<file path="config.mk">
export PLATFORM = sky130hd
export DESIGN_NAME = pc_fetch_unit
export DESIGN_NICKNAME = d
export VERILOG_FILES = /design/src/rtl/lc2k_pkg.sv /design/src/rtl/sat_counter32.sv /design/src/rtl/pc_fetch_unit.sv
export SDC_FILE = /design/constraint.sdc
export NUM_CORES = 1
export LEC_CHECK = 0
export CAP_MARGIN = 20
export CORE_MARGIN = 3
export CORE_UTILIZATION = 44
export DETAILED_ROUTE_END_ITERATION = 7
export PLACE_DENSITY_LB_ADDON = 0.3
export SKIP_CTS_REPAIR_TIMING = 1
export SLEW_MARGIN = 20
export SYNTH_ARGS = -nofsm -noshare
export SYNTH_HDL_FRONTEND = slang
export SYNTH_SLANG_ARGS = --single-unit
</file>
<file path="constraint.sdc">
create_clock -name clk -period 2.7 [get_ports clk]
set_input_delay 0.54 -clock clk [delete_from_list [all_inputs] [get_ports clk]]
set_output_delay 0.54 -clock clk [all_outputs]
set_load 0.03 [all_outputs]
</file>
<file path="src/rtl/lc2k_pkg.sv">
// Shared LC2K definitions: opcode encodings, opcode field position and the
// fetch-sequencer state encoding.
package lc2k_pkg;

  typedef enum logic [2:0] {
    OP_ADD  = 3'b000,
    OP_NOR  = 3'b001,
    OP_LW   = 3'b010,
    OP_SW   = 3'b011,
    OP_BEQ  = 3'b100,
    OP_JALR = 3'b101,
    OP_HALT = 3'b110,
    OP_NOOP = 3'b111
  } opcode_e;

  localparam int OPCODE_HI = 24;
  localparam int OPCODE_LO = 22;

  typedef enum logic [2:0] {
    S_IDLE  = 3'd0,
    S_FETCH = 3'd1,
    S_ISSUE = 3'd2,
    S_HALT  = 3'd3,
    S_FAULT = 3'd4
  } fetchState_e;

  function automatic logic [2:0] opcodeOf(input logic [31:0] word);
    return word[OPCODE_HI:OPCODE_LO];
  endfunction

endpackage

</file>
<file path="src/rtl/sat_counter32.sv">
// 32-bit up-counter with enable that sticks at all-ones instead of wrapping.
module sat_counter32 (
  input  logic        clk,
  input  logic        rst_n,
  input  logic        enable,
  output logic [31:0] count
);

  logic [31:0] countQ;
  logic        atMax;

  assign atMax = &countQ;

  // NOTE: sequential state uses non-blocking assignments so every flop samples
  // pre-edge values regardless of process ordering.
  always_ff @(posedge clk or negedge rst_n) begin
    if (!rst_n) begin
      countQ <= 32'd0;
    end else if (enable && !atMax) begin
      countQ <= countQ + 32'd1;
    end
  end

  assign count = countQ;

endmodule

</file>
<file path="src/rtl/pc_fetch_unit.sv">
// LC2K program counter and instruction-fetch sequencer: fetches the word at
// the PC over req/ack, presents it to execute, then loads the next PC.
module pc_fetch_unit
  import lc2k_pkg::*;
#(
  parameter logic [31:0] RESET_PC    = 32'd0,
  parameter int unsigned ADDR_WIDTH  = 16,
  parameter logic [2:0]  HALT_OPCODE = OP_HALT
) (
  input  logic        clk,
  input  logic        rst_n,
  input  logic [31:0] pc_next,
  input  logic        exec_done,
  output logic        imem_req,
  output logic [31:0] imem_addr,
  input  logic        imem_ack,
  input  logic [31:0] imem_rdata,
  output logic        instr_valid,
  output logic [31:0] instr,
  output logic [31:0] pc_current,
  output logic [31:0] pc_plus_one,
  output logic        halted,
  output logic        fault,
  output logic [31:0] instr_count
);

  fetchState_e stateQ, stateD;
  logic [31:0] pcQ;
  logic [31:0] instrQ;
  logic        isHalt;
  logic        pcOutOfRange;
  logic        retire;

  assign isHalt = (opcodeOf(instrQ) == HALT_OPCODE);

  // A shift (rather than a part-select) stays legal when ADDR_WIDTH reaches 32.
  assign pcOutOfRange = ((pc_next >> ADDR_WIDTH) != 32'd0);

  always_ff @(posedge clk or negedge rst_n) begin
    if (!rst_n) begin
      stateQ <= S_IDLE;
    end else begin
      stateQ <= stateD;
    end
  end

  // NOTE: every output of this block gets a default first, so no path through
  // the case statement can leave a value unassigned and infer a latch.
  always_comb begin
    stateD = stateQ;
    retire = 1'b0;
    unique case (stateQ)
      S_IDLE:  stateD = S_FETCH;
      S_FETCH: begin
        if (imem_ack) begin
          stateD = S_ISSUE;
        end
      end
      S_ISSUE: begin
        if (isHalt) begin
          stateD = S_HALT;
          retire = 1'b1;
        end else if (exec_done) begin
          stateD = pcOutOfRange ? S_FAULT : S_FETCH;
          retire = 1'b1;
        end
      end
      S_HALT, S_FAULT: stateD = stateQ;
      default: stateD = S_IDLE;
    endcase
  end

  // Halt steps the PC past itself; the faulting PC is kept for debug.
  always_ff @(posedge clk or negedge rst_n) begin
    if (!rst_n) begin
      pcQ <= RESET_PC;
    end else if (stateQ == S_ISSUE) begin
      if (isHalt) begin
        pcQ <= pcQ + 32'd1;
      end else if (exec_done) begin
        pcQ <= pc_next;
      end
    end
  end

  always_ff @(posedge clk or negedge rst_n) begin
    if (!rst_n) begin
      instrQ <= 32'd0;
    end else if (stateQ == S_FETCH && imem_ack) begin
      instrQ <= imem_rdata;
    end
  end

  sat_counter32 uInstrCount (
    .clk    (clk),
    .rst_n  (rst_n),
    .enable (retire),
    .count  (instr_count)
  );

  // Status outputs decode straight from state so reset clears them at once.
  assign imem_req    = (stateQ == S_FETCH);
  assign imem_addr   = pcQ;
  assign instr_valid = (stateQ == S_ISSUE);
  assign instr       = instrQ;
  assign pc_current  = pcQ;
  assign pc_plus_one = pcQ + 32'd1;
  assign halted      = (stateQ == S_HALT);
  assign fault       = (stateQ == S_FAULT);

endmodule

</file>
==> impl_metrics.py <==
metrics = {
    "place": {
        "port_buffers": 231,
        "place_ws_ns": 0.128,
        "gp_congestion": 0.899,
        "dp_hpwl_mm": 12.5,
    },
    "power": {
        "finalPower_mw": 10.7,
        "ir_worst_vdd_uv": 782,
        "leakagePower_nw": 3.52,
        "p_per_area_mw_per_mm2": 1250,
    },
    "finish": {
        "n_fill_cell": 909,
        "mostFrequentLayoutCells": "clkdlybuf4s50_1, dfrtp_1, buf_4",
        "drive_above_1_share_pct": 18.7,
        "diodes": 0,
        "fin_nets": 834,
        "final_common_cell": "clkdlybuf4s50_1",
        "area_delta_synth_final_pct": 51.3,
    },
    "floorplanning": {
        "start_util_pct": 45.9,
        "die_area_sq_mm": 0.0142,
        "dieWidth_um": 119,
        "core_area_sq_mm": 0.0123,
        "rows": 40,
        "io_pins": 232,
        "dieHeight_um": 119,
    },
    "global_route": {
        "grt_max_degree": 51,
        "gr-usage-all-layers_pct": 23.3,
        "grt_pass1_vias": 5177,
        "antenna_found_initial": 0,
        "grt-ovfl-total": 0,
        "grt_pass1_wl_mm": 26.9,
    },
    "yosys": {
        "post-synth-top-area-cell": "dfrtp_1",
        "synthTopCellsByArea": "dfrtp_1, mux2_2, xnor2_1, buf_4, xor2_1",
        "syn-mean-instance-area_sq_um": 10.2,
        "syn-instance-count": 551,
        "synth_top_area_share_pct": 44.0,
        "synth_edf_count": 0,
        "yosys_warnings": 0,
        "synth_area_sq_mm": 0.00563,
        "ys_ff_latch": 99,
        "ys_seq_area_share_pct": 44.0,
        "synth_nets": 621,
        "synth_cell_types": 60,
        "synth_ff_type": "dfrtp_1",
        "async_reset_ff_share_pct": 100,
    },
    "detailed_routing": {
        "drc": 0,
        "drt-total-wl_mm": 16.7,
        "vias_per_cell": 5.44,
        "detail_route.first_pass.iterations": 4,
        "ant_nets": 0,
        "num_vias": 5094,
        "drt_iter0_drc": 423,
        "detail_route.wl_per_cell_um": 17.8,
    },
    "timing": {
        "finalCritPeriodShare_pct": 108,
        "skew_ns": 0.00881,
        "timing.final.crit_period_ns": 2.91,
        "maxSlewViolCount": 0,
        "worstMarginPinSlew_ns": 0.807,
        "clock.fmax_mhz": 344,
        "final.setup.tns_ns": -1.17,
        "layout_setup_ws_ns": -0.210,
        "setup_violations": 15,
        "final-hold-violation-count": 0,
        "rsz0062_at_grt": "true",
        "maxSlewHeadroom_pct": 45.7,
    },
    "setup_path": {
        "slowest_delay_ns": 0.48,
        "path_cells": "nand4_1, or4_4, buf_8, nor3_4, nand3_2, xnor2_2, buf_6",
        "cpLargestDelayFamily": "simple AND/OR/NAND/NOR gates",
        "critPathLaunchType": "register",
        "arrival_ns": 2.37,
        "cp_slowest_cell": "dfrtp_1",
        "endpoint_kind": "output pin",
        "required_ns": 2.16,
        "worst-setup-path-type": "register to output pin",
        "crit_fanout": 7,
        "critPathBufInv": 2,
    },
    "worst_hold_path": {
        "min_path_type": "primary input to async pin",
    },
    "cts": {
        "clkTransAtPathRegs_ns": 0.07,
        "cts-buffers-inserted": 9,
        "cts-root-buf": "clkbuf_16",
        "cts.sinks": 99,
        "htree_levels": 3,
        "clockBufferDepth": 2,
        "insertion_delay_ns": 0.35,
        "cts_tree": "built",
    },
    "outcome": {
        "violations": "setup timing",
        "run_status": "finished, violations left",
    },
    "flow_run": {
        "drv_cap": 0,
    },
}
## routing by layer
layer	share of wire [%]	up-vias	GRT usage [%]
met4	1.7	0	7.31
met1	40	2472	28.5
met3	8.5	24	7.03
li1	-	2370	-
met5	0	-	0
met2	50	228	39.4
## cells in the mapped netlist, types with 6 or more instances
master      n
dfrtp_1    99
nand2_1    43
xnor2_1    35
mux2_2     33
nand3_1    33
nor2_1     33
buf_4      32
xor2_1     24
nand4_1    17
a21oi_1    16
clkbuf_1   15
o21ai_0    14
o22ai_1    12
a2bb2oi_1  11
buf_2      11
and3_1     10
mux2i_1     9
nor4_1      9
inv_1       8
a31oi_1     7
nor3b_1     6
o22a_1      6
## layout make-up
class / count / area [sq um] / share of cell area [%]
inverter: 9 / 46.3 / 0.544
timing repair buffer: 263 / 2580 / 30.3
clock buffer: 10 / 229 / 2.69
tap: 168 / 210 / 2.47
clock inverter: 6 / 96.3 / 1.13
multi-input combinational: 382 / 2860 / 33.6
sequential: 99 / 2480 / 29.2
## where the power goes
part           total, mW  leakage, nW  internal (mW)  switching (mW)
registers           2.62         1.21           2.03           0.589
logic               6.64         2.15           2.85            3.79
clock network       1.41        0.156          0.826           0.582
## cells by family after synthesis
logic type,synth area share (%)
xor gates and xnor gates,9.18
DFF,44.0
AOI/OAI and AO/OA,11.5
buffers and inverters,7.43
muxes,8.21
and+or+nand+nor,19.3
adders and majority gates,0.445
## worst register-to-register path, delay by kind of cell, from the launching register on
kind	cells	cell delay, ns
xor+xnor	1	0.17
buf+inv	2	0.44
flops	1	0.43
simple gates	3	1.01
compound gates	1	0.18
## final timing paths
check / from / end / slack (ns) / depth (start not counted)
worst max-delay path: imem_addr[4] / pc_plus_one[24] / -0.21 / 7
worst min-delay path: rst_n / imem_addr[23] / 0.22 / 1
worst max register to register: stateQ[0] / uInstrCount.count[13] / 0.37 / 7
worst min register to register: uInstrCount.count[13] / uInstrCount.count[13] / 0.50 / 1
max in group asynchronous: rst_n / instr[10] / 1.78 / 2
min in group clk: uInstrCount.count[13] / uInstrCount.count[13] / 0.50 / 1
## state kept, by name (all words and copies together) (netlist names)
signal and flops:
imem_addr 32, uInstrCount.count 32, stateQ 3, instr 32
## metrics by stage
step                      utilization, %  instance area [sq um]  hold slack (ns)  cells
final                               69.4                   8510            0.217    937
after global routing                69.4                   8510            0.260    937
after CTS                           68.8                   8430            0.238    937
after detailed placement            66.1                   8110            0.487    921
after global placement              66.1                   8110            0.484    921
after floorplan                        -                   5720            0.244    551
Power figures use the tool's default switching activity.
